**config.mk**
```make
export PLATFORM = sky130hd
export DESIGN_NAME = alu_sequencer
export DESIGN_NICKNAME = d
export VERILOG_FILES = /design/src/rtl/alu_sequencer.sv
export SDC_FILE = /design/constraint.sdc
export NUM_CORES = 1
export LEC_CHECK = 0
export CAP_MARGIN = 40
export CORE_MARGIN = 4
export CORE_UTILIZATION = 44
export CTS_CLUSTER_DIAMETER = 120
export DETAILED_ROUTE_END_ITERATION = 8
export HOLD_SLACK_MARGIN = 0.03
export PLACE_DENSITY_LB_ADDON = 0.05
export REMOVE_ABC_BUFFERS = 1
export SYNTH_ARGS = -nofsm -noshare
export SYNTH_HDL_FRONTEND = slang
export SYNTH_SLANG_ARGS = --single-unit
```
**constraint.sdc**
```tcl
create_clock -name clk -period 1.7 [get_ports clk]
set_input_delay 0.425 -clock clk [delete_from_list [all_inputs] [get_ports clk]]
set_output_delay 0.425 -clock clk [all_outputs]
set_load 0.02 [all_outputs]
```
**src/rtl/alu_sequencer.sv**
```systemverilog
// Button-stepped operand/opcode capture and result latch for a WIDTH-bit ALU.
// Define ALU_SEQ_ACCUM_EN so a step in SHOW reuses the result as operand A.
module alu_sequencer #(
  parameter int WIDTH       = 4,
  parameter int EXEC_CYCLES = 2
) (
  input  logic             clk,
  input  logic             rst,
  input  logic [WIDTH-1:0] sw,
  input  logic [3:0]       op_sw,
  input  logic             btn_next,
  output logic [WIDTH-1:0] alu_a,
  output logic [WIDTH-1:0] alu_b,
  output logic [3:0]       alu_op,
  output logic             alu_cin,
  input  logic [WIDTH-1:0] alu_s,
  input  logic             alu_cout,
  output logic [WIDTH-1:0] result,
  output logic             flag_z,
  output logic             flag_n,
  output logic             flag_c,
  output logic             err,
  output logic             done,
  output logic [2:0]       state
);

  typedef enum logic [2:0] {
    IDLE   = 3'd0,
    GET_B  = 3'd1,
    GET_OP = 3'd2,
    EXEC   = 3'd3,
    SHOW   = 3'd4,
    ERR    = 3'd5
  } state_t;

  localparam int CW = (EXEC_CYCLES > 1) ? $clog2(EXEC_CYCLES) : 1;
  localparam logic [CW-1:0] LAST = CW'(EXEC_CYCLES - 1);

  state_t        st;
  logic          btn_q;
  logic          ev;
  logic [CW-1:0] cnt;
  logic          res_valid;
  logic          op_ok;
  logic          div_op;
  logic          addsub;

  assign ev      = btn_next & ~btn_q;
  assign state   = st;
  assign alu_cin = 1'b0;
  assign op_ok   = (op_sw >= 4'd1) && (op_sw <= 4'd8);
  assign div_op  = (op_sw == 4'd4) || (op_sw == 4'd5);
  assign addsub  = (alu_op == 4'd1) || (alu_op == 4'd2);

  // Flags read as zero until a result exists and while an error is shown.
  assign flag_z = res_valid & (result == '0);
  assign flag_n = res_valid & result[WIDTH-1];

  always_ff @(posedge clk) begin
    if (rst) begin
      st        <= IDLE;
      btn_q     <= 1'b0;
      alu_a     <= '0;
      alu_b     <= '0;
      alu_op    <= 4'd0;
      cnt       <= '0;
      result    <= '0;
      flag_c    <= 1'b0;
      res_valid <= 1'b0;
      err       <= 1'b0;
      done      <= 1'b0;
    end else begin
      btn_q <= btn_next;
      done  <= 1'b0;
      case (st)
        IDLE: begin
          if (ev) begin
            alu_a <= sw;
            st    <= GET_B;
          end
        end
        GET_B: begin
          if (ev) begin
            alu_b <= sw;
            st    <= GET_OP;
          end
        end
        GET_OP: begin
          if (ev) begin
            if (!op_ok || (div_op && alu_b == '0)) begin
              err       <= 1'b1;
              result    <= '0;
              flag_c    <= 1'b0;
              res_valid <= 1'b0;
              st        <= ERR;
            end else begin
              alu_op <= op_sw;
              cnt    <= '0;
              st     <= EXEC;
            end
          end
        end
        EXEC: begin
          if (cnt == LAST) begin
            result    <= alu_s;
            flag_c    <= addsub ? alu_cout : 1'b0;
            res_valid <= 1'b1;
            alu_op    <= 4'd0;
            done      <= 1'b1;
            st        <= SHOW;
          end else begin
            cnt <= cnt + CW'(1);
          end
        end
        SHOW: begin
          if (ev) begin
`ifdef ALU_SEQ_ACCUM_EN
            alu_a <= result;
            st    <= GET_B;
`else
            st    <= IDLE;
`endif
          end
        end
        ERR: begin
          if (ev) begin
            err <= 1'b0;
            st  <= IDLE;
          end
        end
        default: begin
          alu_op <= 4'd0;
          err    <= 1'b0;
          st     <= IDLE;
        end
      endcase
    end
  end

endmodule

```
==> results <==
repair_timing:
item | 4_1_cts | 5_1_grt
endpoints found under the setup margin | 23 | 18
buffers inserted | 0 | 0
resized for setup | 28 | 5
layer usage:
metal  GRT usage, %  wire length, um
met1           22.4             1290
met2           30.6             1470
met3           4.75              203
met4           4.11               11
met5              0                0
flip-flops by register name, summed over array words and instances (netlist names):
register	count
alu_a	4
alu_b	4
alu_op	4
btn_q	1
cnt	1
done	1
err	1
flag_c	1
res_valid	1
result	4
state	3
cells in the final DEF, fill, tap and decap left out, types with 2 or more instances in the layout:
| master | instances |
|---|---|
| dfxtp_1 | 23 |
| dlygate4sd2_1 | 22 |
| buf_4 | 19 |
| nor2_1 | 16 |
| clkdlybuf4s50_1 | 14 |
| mux2i_1 | 8 |
| inv_1 | 5 |
| a32oi_1 | 4 |
| o41ai_1 | 4 |
| nand2_1 | 4 |
| and2_1 | 3 |
| o21ai_0 | 3 |
| a21oi_1 | 3 |
| a32o_1 | 3 |
| clkbuf_4 | 3 |
| nand3_1 | 2 |
| nor3_1 | 2 |
| o2111ai_1 | 2 |
| nor2b_1 | 2 |
| dlymetal6s2s_1 | 2 |
| dfxtp_2 | 2 |
layout make-up:
type / count / area (um^2) / area share (%)
inverters: 6 / 22.5 / 1.30
clock buffers: 3 / 22.5 / 1.30
well taps: 30 / 37.5 / 2.17
clock inverters: 1 / 5.00 / 0.290
flip-flops and latches: 25 / 503 / 29.1
multi-input cells: 83 / 632 / 36.6
repair buffers: 58 / 505 / 29.3
path summary, 6_finish.rpt:
path	from	slack (ns)	cells after the start	endpoint
max	op_sw[1]	0.09	6	err
min	btn_next	0.46	2	btn_q
max reg2reg	alu_b[0]	0.16	5	err
min reg2reg	flag_c	0.50	2	flag_c
per-stage QoR:
stage,setup WS [ns],setup TNS [ns]
floorplan,0.0636,0
global placement,-0.290,-5.33
detailed placement,-0.343,-5.93
CTS,0.0119,0
global route,-0.0358,-0.0358
finish,0.0879,0
critical path, cell delays in order:
cell and delay (ns):
clkdlybuf4s50_1 0.52, nor3_2 0.07, and2_1 0.18, or2_0 0.25, buf_4 0.17, o311ai_4 0.24
power breakdown:
group	switching [mW]	internal, mW	total (mW)
sequential	0.0154	0.602	0.617
combinational	0.113	0.112	0.225
clock	0.172	0.0880	0.260
cell families (layout without fill, tap and decap cells):
family                 count (synthesis)  in the layout  share of synthesized area [%]
AND/OR/NAND/NOR                       42             42                           20.4
multiplexers                           8              8                           6.73
buffers and inverters                 16             68                           5.99
XOR/XNOR                               1              1                          0.736
flip-flops                            25             25                           42.1
AO/OA/AOI/OAI                         31             31                           23.8
other                                  1              1                          0.315
==> results.toml <==
[min_path]
hold_path.class = "input pin to flop"

[global_route]
grt_max_degree = 16
gr-usage-all-layers_pct = 17.9
antenna_found_initial = 0
grt_pass1_wl_um = 4970
grt_pass1_vias = 1098
grt-ovfl-total = 0

[power_and_ir_drop]
p_total_mw = 1.10
peakVddDrop_mv = 0.520
p_per_area_nw_per_um2 = 638
p_leak_nw = 0.806

[floorplanning]
die_y_um = 60
die_w_um = 60
dieArea_um2 = 3600
initial_core_util_pct = 47.2
core-area_um2 = 2520
io_pins = 41
rows = 18

[outcome]
status = "finished, final reports clean"

[placement]
port_buffers = 39
dp.cells = 202
hpwlAfterDp_um = 2310
gp_congestion = 0.830
placed_cell_area_um2 = 1710

[routing]
wl_um = 2970
dr.pass1.iters = 4
initialDrtViolationCount = 74
via_per_inst = 5.44
drc_errors = 0
vias = 1121
wl_per_cell_um = 14.4
ant_nets = 0

[synthesis]
syn_area_um2 = 1190
syn_avg_cell_area_um2 = 9.60
synth_common_cells = "dfxtp_1, nor2_1, mux2i_1"
synth_async_sr_flop_share_pct = 0
ys.warnings.count = 0
yosys-top-cells-area = "dfxtp_1, mux2i_1, nor2_1"
synth_top_area_cell = "dfxtp_1"
synth_flop_cell = "dfxtp_1"
ys_ff_latch = 25
synth.distinct_cells = 46
synth_most_common_cell = "dfxtp_1"
netlist_instances = 124
synth-edff-count = 0
synth_top_area_share_pct = 42.1
yosysSeqAreaShare_pct = 42.1

[setup_path]
path_class = "input pin to flop"
crit_path_start_kind = "input pin"
cp-end-kind = "flop"
critical_path_arrival_ns = 1.85
cp.required_ns = 1.94
worstPathMaxFanout = 4

[sta]
rsz0062_at_grt = "true"
period_share_pct = 94.8
hold_viol_final = 0
whs_ns = 0.460
clock_skew_ns = 0.00156
setup_viol = 0
drv_slew = 0
post-route-min-period_ns = 1.61
fmax_mhz = 620

[final_layout]
diodes = 0
instances_no_fill = 206
nets = 193
final_cell_area_um2 = 1730
fillers = 210
drive_above_1_share_pct = 19.9
area_growth_pct = 45.2
fin_util_pct = 68.5

[run]
drv_cap = 0

[clock_network]
clk_pin_slew_ns = 0.13
clock_sinks = 25
htreeDepth = 1
cts_buffers = 3
clk_latency_ns = 0.31
cts_tree = "built"
hold_buffers = 0
cts_root_buf = "clkbuf_4"
cts_buffer_depth = 2
Power figures use the tool's default switching activity.
